$ cat src/rtl/rf_pkg.sv
// Shared types and default sizing for the scoreboarded integer register file.
package rf_pkg;

    localparam int unsigned XLEN_DEF     = 32;
    localparam int unsigned NUM_REGS_DEF = 32;
    localparam int unsigned AW_DEF       = $clog2(NUM_REGS_DEF);

    typedef logic [AW_DEF-1:0]   reg_addr_t;
    typedef logic [XLEN_DEF-1:0] xword_t;

endpackage

$ cat src/rtl/register_file_sb_if.sv
// ID-stage register file bus: read ports, writeback port, reservation and flush.
interface register_file_sb_if
    import rf_pkg::*;
#(
    parameter int unsigned XLEN     = XLEN_DEF,
    parameter int unsigned NUM_REGS = NUM_REGS_DEF,
    parameter int unsigned NUM_RD   = 2
);
    localparam int unsigned AW = $clog2(NUM_REGS);

    logic [NUM_RD*AW-1:0]   rd_addr;
    logic [NUM_RD*XLEN-1:0] rd_data;
    logic [NUM_RD-1:0]      rd_busy;
    logic                   wr_en;
    logic [AW-1:0]          wr_addr;
    logic [XLEN-1:0]        wr_data;
    logic                   rsv_en;
    logic [AW-1:0]          rsv_addr;
    logic                   flush;
    logic [AW:0]            busy_cnt;

    modport master (
        output rd_addr, wr_en, wr_addr, wr_data, rsv_en, rsv_addr, flush,
        input  rd_data, rd_busy, busy_cnt
    );

    modport slave (
        input  rd_addr, wr_en, wr_addr, wr_data, rsv_en, rsv_addr, flush,
        output rd_data, rd_busy, busy_cnt
    );

endinterface

$ cat src/rtl/rf_read_port.sv
// One combinational read port: x0 squash, optional writeback bypass, busy masking.
module rf_read_port #(
    parameter int unsigned XLEN   = 32,
    parameter int unsigned AW     = 5,
    parameter int unsigned BYPASS = 1
) (
    input  logic [AW-1:0]   addr,
    input  logic [XLEN-1:0] reg_data,
    input  logic            reg_busy,
    input  logic            wr_en,
    input  logic [AW-1:0]   wr_addr,
    input  logic [XLEN-1:0] wr_data,
    input  logic            rsv_en,
    input  logic [AW-1:0]   rsv_addr,
    output logic [XLEN-1:0] data_c,
    output logic            busy_c
);

    logic is_x0;
    logic wr_hit;
    logic rsv_hit;

    // A same-cycle writeback retires the producer unless a newer one reserves the register.
    always_comb begin
        is_x0   = (addr == '0);
        wr_hit  = wr_en && (wr_addr == addr);
        rsv_hit = rsv_en && (rsv_addr == addr);
        data_c  = reg_data;
        busy_c  = reg_busy && !(wr_hit && !rsv_hit);
        if (is_x0) begin
            data_c = '0;
            busy_c = 1'b0;
        end else if ((BYPASS != 0) && wr_hit) begin
            data_c = wr_data;
        end
    end

endmodule

$ cat src/rtl/register_file_sb.sv
// Flop-based integer register file with per-register busy scoreboard and busy count.
module register_file_sb
    import rf_pkg::*;
#(
    parameter int unsigned XLEN     = XLEN_DEF,
    parameter int unsigned NUM_REGS = NUM_REGS_DEF,
    parameter int unsigned NUM_RD   = 2,
    parameter int unsigned INIT_IDX = 1,
    parameter int unsigned BYPASS   = 1
) (
    input  logic               clk,
    input  logic               rst,
    register_file_sb_if.slave  bus
);

    localparam int unsigned AW = $clog2(NUM_REGS);
    localparam int unsigned CW = AW + 1;

    if ((NUM_RD < 1) || (NUM_RD > 4) || (NUM_REGS < 2) ||
        ((NUM_REGS & (NUM_REGS - 1)) != 0)) begin : g_bad_param
        $error("register_file_sb: NUM_RD must be 1..4 and NUM_REGS a power of two >= 2");
    end

    logic [XLEN-1:0]     regs [NUM_REGS];
    logic [NUM_REGS-1:0] busy;
    logic [NUM_REGS-1:0] busy_nxt;
    logic [CW-1:0]       cnt_q;
    logic [CW-1:0]       cnt_nxt;

    // Data storage; x0 is only ever written by reset.
    always_ff @(posedge clk or posedge rst) begin
        if (rst) begin
            for (int unsigned i = 0; i < NUM_REGS; i++) begin
                regs[i] <= (INIT_IDX != 0) ? XLEN'(i) : '0;
            end
        end else if (bus.wr_en && (bus.wr_addr != '0)) begin
            regs[bus.wr_addr] <= bus.wr_data;
        end
    end

    // Flush beats reservation, reservation beats writeback of an older producer.
    always_comb begin
        busy_nxt = busy;
        cnt_nxt  = '0;
        for (int unsigned r = 1; r < NUM_REGS; r++) begin
            if (bus.flush) begin
                busy_nxt[r] = 1'b0;
            end else if (bus.rsv_en && (bus.rsv_addr == AW'(r))) begin
                busy_nxt[r] = 1'b1;
            end else if (bus.wr_en && (bus.wr_addr == AW'(r))) begin
                busy_nxt[r] = 1'b0;
            end
        end
        busy_nxt[0] = 1'b0;
        for (int unsigned r = 0; r < NUM_REGS; r++) begin
            cnt_nxt = cnt_nxt + CW'(busy_nxt[r]);
        end
    end

    always_ff @(posedge clk or posedge rst) begin
        if (rst) begin
            busy  <= '0;
            cnt_q <= '0;
        end else begin
            busy  <= busy_nxt;
            cnt_q <= cnt_nxt;
        end
    end

    assign bus.busy_cnt = cnt_q;

    for (genvar p = 0; p < NUM_RD; p++) begin : g_rd
        logic [AW-1:0]   addr;
        logic [XLEN-1:0] data;
        logic            busy_bit;

        assign addr = bus.rd_addr[p*AW +: AW];

        rf_read_port #(
            .XLEN   (XLEN),
            .AW     (AW),
            .BYPASS (BYPASS)
        ) u_port (
            .addr     (addr),
            .reg_data (regs[addr]),
            .reg_busy (busy[addr]),
            .wr_en    (bus.wr_en),
            .wr_addr  (bus.wr_addr),
            .wr_data  (bus.wr_data),
            .rsv_en   (bus.rsv_en),
            .rsv_addr (bus.rsv_addr),
            .data_c   (data),
            .busy_c   (busy_bit)
        );

        assign bus.rd_data[p*XLEN +: XLEN] = data;
        assign bus.rd_busy[p]              = busy_bit;
    end

endmodule

$ cat src/flat_wrapper.sv
// flat-port wrapper written by rule: the top's interface ports become plain ports
module register_file_sb_flat import rf_pkg::*;
#(
    parameter int unsigned XLEN     = XLEN_DEF,
    parameter int unsigned NUM_REGS = NUM_REGS_DEF,
    parameter int unsigned NUM_RD   = 2,
    parameter int unsigned INIT_IDX = 1,
    parameter int unsigned BYPASS   = 1
)
  (clk, rst, bus_rd_addr, bus_wr_en, bus_wr_addr, bus_wr_data, bus_rsv_en, bus_rsv_addr, bus_flush, bus_rd_data, bus_rd_busy, bus_busy_cnt);
  register_file_sb_if #(.XLEN(XLEN), .NUM_REGS(NUM_REGS), .NUM_RD(NUM_RD)) bus_i ();
  input  logic clk;
  input  logic rst;
  input wire logic [$bits(bus_i.rd_addr)-1:0] bus_rd_addr;
  input wire logic [$bits(bus_i.wr_en)-1:0] bus_wr_en;
  input wire logic [$bits(bus_i.wr_addr)-1:0] bus_wr_addr;
  input wire logic [$bits(bus_i.wr_data)-1:0] bus_wr_data;
  input wire logic [$bits(bus_i.rsv_en)-1:0] bus_rsv_en;
  input wire logic [$bits(bus_i.rsv_addr)-1:0] bus_rsv_addr;
  input wire logic [$bits(bus_i.flush)-1:0] bus_flush;
  output wire logic [$bits(bus_i.rd_data)-1:0] bus_rd_data;
  output wire logic [$bits(bus_i.rd_busy)-1:0] bus_rd_busy;
  output wire logic [$bits(bus_i.busy_cnt)-1:0] bus_busy_cnt;
  assign bus_i.rd_addr = bus_rd_addr;
  assign bus_i.wr_en = bus_wr_en;
  assign bus_i.wr_addr = bus_wr_addr;
  assign bus_i.wr_data = bus_wr_data;
  assign bus_i.rsv_en = bus_rsv_en;
  assign bus_i.rsv_addr = bus_rsv_addr;
  assign bus_i.flush = bus_flush;
  assign bus_rd_data = bus_i.rd_data;
  assign bus_rd_busy = bus_i.rd_busy;
  assign bus_busy_cnt = bus_i.busy_cnt;
  register_file_sb #(.XLEN(XLEN), .NUM_REGS(NUM_REGS), .NUM_RD(NUM_RD), .INIT_IDX(INIT_IDX), .BYPASS(BYPASS)) u_core (.clk(clk), .rst(rst), .bus(bus_i));
endmodule
$ cat config.mk
export PLATFORM = sky130hd
export DESIGN_NAME = register_file_sb_flat
export DESIGN_NICKNAME = d
export VERILOG_FILES = /design/src/rtl/rf_pkg.sv /design/src/rtl/register_file_sb_if.sv /design/src/rtl/rf_read_port.sv /design/src/rtl/register_file_sb.sv /design/src/flat_wrapper.sv
export SDC_FILE = /design/constraint.sdc
export NUM_CORES = 2
export LEC_CHECK = 0
export CORE_MARGIN = 2
export CORE_UTILIZATION = 63
export CTS_CLUSTER_DIAMETER = 80
export CTS_CLUSTER_SIZE = 28
export DETAILED_ROUTE_END_ITERATION = 6
export GPL_TIMING_DRIVEN = 0
export MAX_ROUTING_LAYER = met4
export PLACE_DENSITY = 0.83
export SETUP_SLACK_MARGIN = 0.2
export SYNTH_ARGS = -nofsm -noshare
export SYNTH_HDL_FRONTEND = slang
export SYNTH_HIERARCHICAL = 1
export SYNTH_SLANG_ARGS = --single-unit
$ cat constraint.sdc
create_clock -name clk -period 45.3 [get_ports clk]
set_clock_uncertainty 0.2 [all_clocks]
set_input_delay 9.06 -clock clk [delete_from_list [all_inputs] [get_ports clk]]
set_output_delay 9.06 -clock clk [all_outputs]
set_load 0.01 [all_outputs]
==> results.yml <==
floorplanning:
  initial_core_util: 0.635
  num_rows: 110
  io_pins: 129
  core_area_um2: 90000
  die_w_um: 305
  die_height_um: 305
  dieArea_um2: 93100
synth:
  synth_warnings: 6
  ys_ff_latch: 1061
  synth_flop_cell: "dfrtp_1"
  yosysTopAreaCellShare: 0.430
  synth_area_leaders: "dfrtp_1 (43%), mux4_2 (20%), mux2_2 (19%), dfstp_2 (3.7%), o22ai_1 (2.8%)"
  syn-num-nets: 3960
  yosysSeqAreaShare: 0.466
  synth_cell_type_count: 52
  avgSynthCellArea_um2: 14.8
  synth_area_um2: 57100
  synth.largest_area_cell: "dfrtp_1"
  synthArstFlopShare: 1.00
  synth.most_common_cell: "mux2_2"
  synth-edff-count: 0
  syn_inst: 3873
  synth_common_cells: "mux2_2 (987), dfrtp_1 (981), mux4_2 (518), o22ai_1 (256), clkbuf_1 (220)"
timing:
  finalHoldWorstSlack_ps: 289
  max_freq_mhz: 42.9
  slew_headroom: -0.0959
  rsz0062_at_grt: "false"
  hold_viol_final: 0
  tightest_slew_ps: 1640
  finalSetupViolCount: 0
  finalCritPeriodShare: 0.514
  slew_viol_final: 94
  period_minus_slack_ps: 23290
clock_tree:
  cts-buffers-inserted: 49
  clk_path_buf_depth: 3
  postCtsSetupBuffers: 0
  htree_levels: 2
  clock-sinks: 1061
  clkTransAtPathRegs_ps: 100
  ctsRootBufferMaster: "clkbuf_16"
  cts_tree: "done"
  cts_resized: 0
  postCtsHoldBufs: 0
  worstSkewPairLatency_ps: 660
critical_path:
  r2r_cells: 17
  slowest_stage: "clkbuf_1"
  critPathMaxFanout: 12
  max_stage_delay_ps: 1160
  crit_chain: "clkdlybuf4s50_1, or3_1, clkbuf_1, clkbuf_1, o22ai_1, nor4_1, nand2_1, o21ai_0, clkdlybuf4s50_1"
  cp_num_buf_inv: 4
  reg2reg_to: "u_core/bus.busy_cnt[4]"
  cp-startpoint: "bus_rd_addr[5]"
  worst-path-stages: 9
  timing.rr.start: "u_core/busy[14]"
  cp-end-kind: "output port"
  rrSetupSlack_ps: 40030
  crit_end: "bus_rd_data[62]"
  cp-start-kind: "input port"
  crit_family: "buffers and inverters"
  path_class: "input port to output port"
  required_ps: 36040
  arrival_ps: 14030
final_layout:
  fin_util: 0.686
  area_growth_pct: 8.11
  drive_above_1_share: 0.470
  stdcell_count: 5283
  fin_nets: 4147
run:
  drv_cap: 11
hold_path:
  hold_class: "flop to flop"
  hold_start: "u_core/regs[1001]"
pwr:
  p_per_area_nw_per_um2: 39.1
  leakagePower_nw: 26.1
  vdd_ir_drop_max_v: 0.0000424
global_route:
  grt_usage: 0.475
  globalRouteMet2Util: 0.628
  grt_util_met1: 0.575
  antenna_found_initial: 11
  use_met3: 0.215
  grt_pass1_wl_um: 300000
  grt_pass1_vias: 41900
  grt_max_degree: 134
  top_usage_layer: "met2"
  gr-total-overflow: 0
placement:
  gp_congestion: 1.02
  dp_cells: 5185
  post-dp-hpwl_um: 142000
  numPortBuffers: 127
routing:
  first_pass_iters: 7
  detail_route.wl_per_cell_um: 40.4
  avgViaCountPerCell: 8.02
  drc_errors: 18
  drt_iter0_drc: 7620
  vias: 42400
  finalWirelength_um: 214000
  ant_nets: 0
status:
  outcome: "complete, but fails checks"
  violations: "design-rule violations, max-capacitance violations, max-slew violations"
## registers in the layout (all words and copies together), names as in the netlist
name and count:
u_core/bus.busy_cnt 6, u_core/regs 1024, u_core/busy 31
## per-layer routing
| layer | part of all wire | routed length (µm) |
|---|---|---|
| met1 | 0.33 | 70300 |
| met4 | 0.095 | 20400 |
| met5 | 0 | 0 |
| met2 | 0.41 | 87600 |
| met3 | 0.17 | 35300 |
## placed cells by master, fill, tap and decap left out, types with 16 or more instances in the layout
cell             count
a21oi_1             20
buf_2              170
buf_4               50
clkbuf_1           227
clkbuf_16           51
clkdlybuf4s50_1    127
dfrtp_1            981
dfstp_2             80
diode_2             18
fa_1                23
inv_1               28
mux2_2             987
mux4_2             518
nand2_1             99
nand3_1             20
nand4_1             70
nor2_1              28
nor4_1              66
o21ai_0             64
o22ai_1            256
xor2_1              16
## power by group
group	switching [W]	total, W	internal [W]
clock	0.000334	0.000562	0.000228
sequential	0.000132	0.00126	0.00113
combinational	0.000254	0.000590	0.000336
total	0.000719	0.00241	0.00169
## per-stage QoR
stage	TNS, ps	instance area [µm²]	total power [W]	worst slack [ps]
after floorplan	0	57100	0.00166	6310
after detailed placement	0	60100	0.00184	22700
after global placement	-5312360	59900	0.00181	-5560
after CTS	0	61700	0.00239	22700
after global routing	0	61800	0.00248	22290
final	0	61800	0.00241	22010
## worst min path at each step
stage	to	slack (ps)	depth (start not counted)
after floorplan	u_core/regs[1000]	240	1
after global placement	u_core/regs[1005]	250	1
after detailed placement	u_core/regs[1011]	260	1
after CTS	u_core/regs[1001]	290	1
after global routing	u_core/regs[1003]	310	1
final	u_core/regs[1001]	290	1
## logic make-up after synthesis
kind of cell / Yosys count / share of synthesized area
muxes: 1528 / 0.403
DFF: 1061 / 0.466
buffers and inverters: 479 / 0.0395
AOI/OAI and AO/OA: 385 / 0.0413
and+or+nand+nor: 367 / 0.0367
adders and majority gates: 30 / 0.00959
xor gates and xnor gates: 23 / 0.00353
## area by class of cell
class / instances / area, µm²
Antenna cell: 18 / 45.0
Buffer: 450 / 2150
Clock buffer: 60 / 1320
Sequential cell: 1061 / 26700
Fill cell: 6214 / 28200
Timing Repair Buffer: 136 / 1520
Clock inverter: 20 / 269
Inverter: 29 / 116
Multi-Input combinational cell: 2333 / 28200
Tap cell: 1176 / 1470
No activity file was read; power rests on OpenSTA's default activity.
